File: src/rtl/triple_stim_gen.sv
// triple_stim_gen: Galois-LFSR source of (A,B,C) operand triples over a valid/ready handshake.
// Optional running operand sum on sum_out when STIM_SUM_EN is defined.
module triple_stim_gen #(
  parameter int unsigned N = 5,
  parameter int unsigned LFSR_W = 16,
  parameter logic [LFSR_W-1:0] TAPS = 16'hB400,
  parameter logic [LFSR_W-1:0] SEED = 16'hACE1,
  parameter int unsigned COUNT = 15,
  parameter int unsigned CNT_W = 8
) (
  input  logic clk,
  input  logic rst_n,
  input  logic start,
  input  logic seed_load,
  input  logic [LFSR_W-1:0] seed,
  input  logic ready_in,
  output logic [N-1:0] A,
  output logic [N-1:0] B,
  output logic [N-1:0] C,
  output logic valid,
  output logic [CNT_W-1:0] idx,
  output logic busy,
  output logic done,
  output logic [2*N-1:0] sum_out
);
  typedef enum logic [1:0] {IDLE, RUN, DONE} state_e;
  state_e state_q;
  logic [LFSR_W-1:0] lfsr_q, step_d, seed_d;
  logic [N-1:0] a_q, b_q, c_q;
  logic [CNT_W-1:0] idx_q;
  logic valid_q, busy_q, done_q, pend_q;
  logic launch, xfer, last, idle;
  always_comb begin
    step_d = (lfsr_q >> 1) ^ (lfsr_q[0] ? TAPS : '0);
    seed_d = (seed == '0) ? SEED : seed;
    idle = state_q != RUN;
    xfer = !idle && valid_q && ready_in;
    last = idx_q == CNT_W'(COUNT - 1);
    launch = idle && !seed_load && (start || pend_q);
  end
  // A start coinciding with seed_load is remembered and launches the run next cycle.
  always_ff @(posedge clk or negedge rst_n) begin
    if (!rst_n) begin
      state_q <= IDLE;
      lfsr_q <= SEED;
      a_q <= '0;
      b_q <= '0;
      c_q <= '0;
      idx_q <= '0;
      valid_q <= 1'b0;
      busy_q <= 1'b0;
      done_q <= 1'b0;
      pend_q <= 1'b0;
    end else begin
      pend_q <= idle && seed_load && (start || pend_q);
      if (idle && seed_load) begin
        lfsr_q <= seed_d;
      end else if (launch || (xfer && !last)) begin
        lfsr_q <= step_d;
        a_q <= step_d[N-1:0];
        b_q <= step_d[2*N-1:N];
        c_q <= step_d[3*N-1:2*N];
      end
      if (launch) begin
        state_q <= RUN;
        valid_q <= 1'b1;
        busy_q <= 1'b1;
        done_q <= 1'b0;
        idx_q <= '0;
      end else if (xfer) begin
        if (last) begin
          state_q <= DONE;
          valid_q <= 1'b0;
          busy_q <= 1'b0;
          done_q <= 1'b1;
        end else begin
          idx_q <= idx_q + 1'b1;
        end
      end
    end
  end
  assign A = a_q;
  assign B = b_q;
  assign C = c_q;
  assign idx = idx_q;
  assign valid = valid_q;
  assign busy = busy_q;
  assign done = done_q;
`ifdef STIM_SUM_EN
  localparam int unsigned SW = 2 * N;
  logic [SW-1:0] sum_q;
  always_ff @(posedge clk or negedge rst_n) begin
    if (!rst_n) sum_q <= '0;
    else if (launch) sum_q <= '0;
    else if (xfer) sum_q <= sum_q + SW'(a_q) + SW'(b_q) + SW'(c_q);
  end
  assign sum_out = sum_q;
`else
  assign sum_out = '0;
`endif
endmodule

File: config.mk
export PLATFORM = sky130hd
export DESIGN_NAME = triple_stim_gen
export DESIGN_NICKNAME = d
export VERILOG_FILES = /design/src/rtl/triple_stim_gen.sv
export SDC_FILE = /design/constraint.sdc
export NUM_CORES = 1
export LEC_CHECK = 0
export BUFFER_PORTS_ARGS = -buffer_cell sky130_fd_sc_hd__buf_2
export CAP_MARGIN = 5
export CORE_ASPECT_RATIO = 1.4
export CORE_MARGIN = 2
export CORE_UTILIZATION = 58
export CTS_BUF_LIST = sky130_fd_sc_hd__clkbuf_8
export DETAILED_ROUTE_END_ITERATION = 12
export HOLD_SLACK_MARGIN = 0.03
export PLACE_DENSITY = 0.92
export SETUP_SLACK_MARGIN = 0.1
export SLEW_MARGIN = 20
export SYNTH_ARGS = -nofsm -noshare
export SYNTH_HDL_FRONTEND = slang
export SYNTH_SLANG_ARGS = --single-unit
File: constraint.sdc
create_clock -name clk -period 5.1 [get_ports clk]
set_input_delay 0.51 -clock clk [delete_from_list [all_inputs] [get_ports clk]]
set_output_delay 0.51 -clock clk [all_outputs]
set_load 0.01 [all_outputs]
# Word level (Yosys, flattened, before mapping)
# Cells that the tools add are included.
# word_totals
out_inout_bits	36
register_bits	44
inputBits	21
wordCells	50
# classes
muxes	16
n_reduce_logical	19
n_addsub	1
n_bitwise	2
n_eq_ne	3
# op_table
operator	count
16-bit two-way mux	4
8-bit two-way mux	3
16-bit logical NOT	1
15-bit by 16-bit bitwise XOR with 16-bit output	1
8-bit by 1-bit adder with 8-bit output (second input constant)	1
8-bit by 4-bit == test with 1-bit output (second input constant)	1
1-bit logical AND	7
1-bit two-way mux	6
2-bit two-way mux	3
2-bit AND reduction	3
2-bit nonzero test	3
1-bit logical NOT	3
1-bit logical OR	2
2-bit by 1-bit inequality test with 1-bit output (second input constant)	1
2-bit inequality test (second input constant)	1
1-bit inverter	1

# Logic depth before layout (Yosys ltp)
# depth
word_depth	8
ltp_mapped	7

# Worst setup path after synthesis
# OpenSTA, ideal clock, no wires.
# synth_timing
kind	reg2reg
start	reg idx_q[0], in the netlist idx[0]
end	reg a_q[1], in the netlist A[1]
stages_incl_launch_ff	7
setup_slack_ps	3026
t_arrival_ps	1950
cell_sequence	dfrtp_1 inv_1 ha_1 or4b_4 o31a_4 nor2_8 mux2_2
# synth_between
elab_chain_len	5
# synth_lines
element	line_no	rtl
from (decl)	30	logic [CNT_W-1:0] idx_q;
from (signal assigned)	77	idx_q <= idx_q + 1'b1;
8-bit by 4-bit == test with 1-bit output	38	last = idx_q == CNT_W'(COUNT - 1);
1-bit logical NOT	58	end else if (launch || (xfer && !last)) begin
1-bit logical AND	58	
1-bit logical OR	58	
2-bit AND reduction (no line)	n/a	
to (signal assigned)	60	a_q <= step_d[N-1:0];
to (decl)	29	logic [N-1:0] a_q, b_q, c_q;
# No other way between the ends.
# A chain may end at the register's enable or synchronous reset.

# Worst setup path after layout
# layout_timing
start	reg idx_q[0], in the netlist idx[0]
end	reg lfsr_q[1]
# layout_between
elab_chain_len	5
# layout_lines
element	line_no	rtl
8-bit by 4-bit == test with 1-bit output	38	
1-bit logical NOT	58	
1-bit logical AND	58	
1-bit logical OR	58	
2-bit nonzero test (no line)	n/a	
to (signal assigned)	59	lfsr_q <= step_d;
to (decl)	28	logic [LFSR_W-1:0] lfsr_q, step_d, seed_d;
# No other way between the ends.

==> impl_metrics.yaml <==
timing:
  rsz0062_at_grt: "false"
  clock_skew_ps: 6.97
  setup_tns_ps: 0
  slew_headroom: 0.365
  max_freq_mhz: 447
  fin_crit_sh: 0.438
  hold-worst-slack_ps: 329
  worst_pin_slew_ps: 953
  setup_viol: 0
  slew_viol_final: 0
  hold_violations: 0
  period_minus_slack_ps: 2240
route:
  drt_iter0_drc: 83
  vias: 1653
  vias_per_cell: 5.99
  antenna_left: 0
  route.detailed.drc: 0
  routed_wl_mm: 4.64
  drt_pass1_iterations: 5
  routedWlPerCell_microns: 16.8
pwr:
  p_leak_nw: 1.13
  total_power_mw: 1.51
  vdd.ir_drop.worst_mv: 0.366
  p_int_mw: 0.911
  pwr-share-clk: 0.145
  power_switching_mw: 0.597
  p_per_area_nw_per_um2: 636
  p_sw_frac: 0.396
  seq_power_share: 0.413
  power_frac_comb: 0.442
synthesis:
  yosys.area.top_type_share: 0.409
  synth_flop_cell: "dfrtp_1"
  synth_area_leader_cell: "dfrtp_1"
  ys_seq_area_frac: 0.511
  synth_async_sr_flop_share: 1.00
  yosys.cell_types.count: 45
  synthCells: 191
  yosys-top-cells-area: "dfrtp_1, dfstp_2, mux2_2"
  ys_ff_latch: 42
  syn_area_sq_um: 2080
  postSynthAreaPerCell_sq_um: 10.9
  synth_edf_count: 0
  yosysWarnings: 0
floorplanning:
  die_h_microns: 74.8
  initial_core_util: 0.610
  die-area_sq_um: 4080
  num_rows: 25
  boundaryPins: 57
  die_x_microns: 54.6
  core_area_sq_um: 3410
clock_network:
  cts-buffers-inserted: 5
  cts_buffer_depth: 2
  cts_tree: "done"
  clkTransAtPathRegs_ps: 80
  cts-resized-gates: 0
  cts_hold_buffers: 0
  cts_max_level: 2
  cts_setup_buffers: 0
  clockRootBuffer: "clkbuf_8"
  clock_latency_ps: 300
  cts.sinks: 42
critical_path:
  critPathLaunchType: "flip-flop"
  path_max_fanout: 22
  crit_type: "flip-flop to flip-flop"
  endpoint_kind: "flip-flop"
  arrival_ps: 2410
  required_ps: 5270
final_layout:
  num_antenna_cells: 0
  n_fill_cell: 272
  syn_to_final_growth_pct: 14.0
  drive_gt1_frac: 0.335
  final-seq-area_sq_um: 1060
  final_cell_area_sq_um: 2370
  nets: 258
  stdcell_count: 276
  mostFrequentLayoutCells: "buf_2, dfrtp_1, o21ai_0, nand2_1, inv_1"
  final_common_cell: "buf_2"
  multi_input_area_sq_um: 892
flow_run:
  drv_cap: 0
worst_hold_path:
  hp-class: "primary input to asynchronous set/reset pin"
grt:
  grt_overflow_total: 0
  grt_max_degree: 43
  grt_pass1_wl_mm: 7.48
  antenna_found_initial: 0
  first_global_vias: 1589
  grtUsageTotal: 0.256
placement:
  dp.cells: 268
  numPortBuffers: 46
  dpl.hpwl_mm: 3.24
  post_dp_cell_area_sq_um: 2280
  place_congestion: 0.862
outcome:
  status: "finished clean"
==> final cells by class <==
type | instances | area share
Sequential cell | 42 | 0.448
Multi-Input combinational cell | 129 | 0.376
Timing Repair Buffer | 47 | 0.100
Clock buffer | 6 | 0.0348
Tap cell | 40 | 0.0211
Inverter | 10 | 0.0158
Clock inverter | 2 | 0.00370
==> cells by family (layout without fill, tap and decap cells) <==
group                      Yosys count  in the layout  synth area share
AOI/OAI and AO/OA                   45             45             0.148
xor gates and xnor gates             6              6            0.0253
adders and majority gates            2              2            0.0120
buffers and inverters               29             65            0.0765
DFF                                 42             42             0.511
muxes                               11             11            0.0578
other                                1             10           0.00180
and+or+nand+nor                     55             55             0.168
==> flip-flops by register name, indices dropped and copies added (netlist names) <==
register	cells
idx	8
lfsr_q	16
A	5
state_q	2
C	5
B	5
pend_q	1
==> final timing paths <==
check	start	to	slack, ps	depth (start not counted)
worst max-delay path	idx[0]	lfsr_q[1]	2860	6
worst min-delay path	rst_n	idx[0]	330	1
worst max register to register	idx[0]	lfsr_q[1]	2860	6
worst min register to register	lfsr_q[6]	lfsr_q[6]	500	2
max in group asynchronous	rst_n	A[0]	4200	1
min in group clk	start	pend_q	470	3
==> stage by stage <==
stage,setup WS (ps),utilization
after global routing,2750,0.695
final,2860,0.695
after floorplan,3030,-
after CTS,2860,0.695
after global placement,2950,0.668
after detailed placement,2880,0.668
==> cells in the mapped netlist, types with 2 or more instances <==
library cell   n
xnor2_1        5
dfrtp_1       34
o21ai_1        6
and3_1         8
nor3_4         2
nand4_1        2
clkbuf_1       5
nand4b_1       2
a221o_1        7
nand2_1       14
ha_1           2
inv_1         10
nor2_1         6
mux2i_1        3
buf_4         11
dfstp_2        8
o211ai_1       8
or3_1          3
a21oi_1        4
mux2_2         8
o21ai_0       15
nor4_1         5
==> worst max-delay path, stage by stage (launching register included) <==
cell and delay [ps]:
dfrtp_1 430, inv_1 80, ha_1 130, or4b_4 480, nor3_4 220, o21ai_2 320
a221o_1 450
==> power by group through the flow <==
stage	Sequential (mW)	Clock (mW)	Combinational, mW
after floorplan	0.638	0	0.447
after global placement	0.619	0	0.630
after detailed placement	0.624	0	0.659
after CTS	0.620	0.219	0.666
after global routing	0.641	0.237	0.734
final	0.623	0.219	0.666
==> metal layers <==
metal  up-vias  GRT usage  share of wire
li1        755          -              -
met4         0      0.114          0.023
met1       803      0.345           0.39
met3        14     0.0595          0.066
met5         -          0              0
met2        81      0.389           0.52
(Power assumes the default switching activity.)
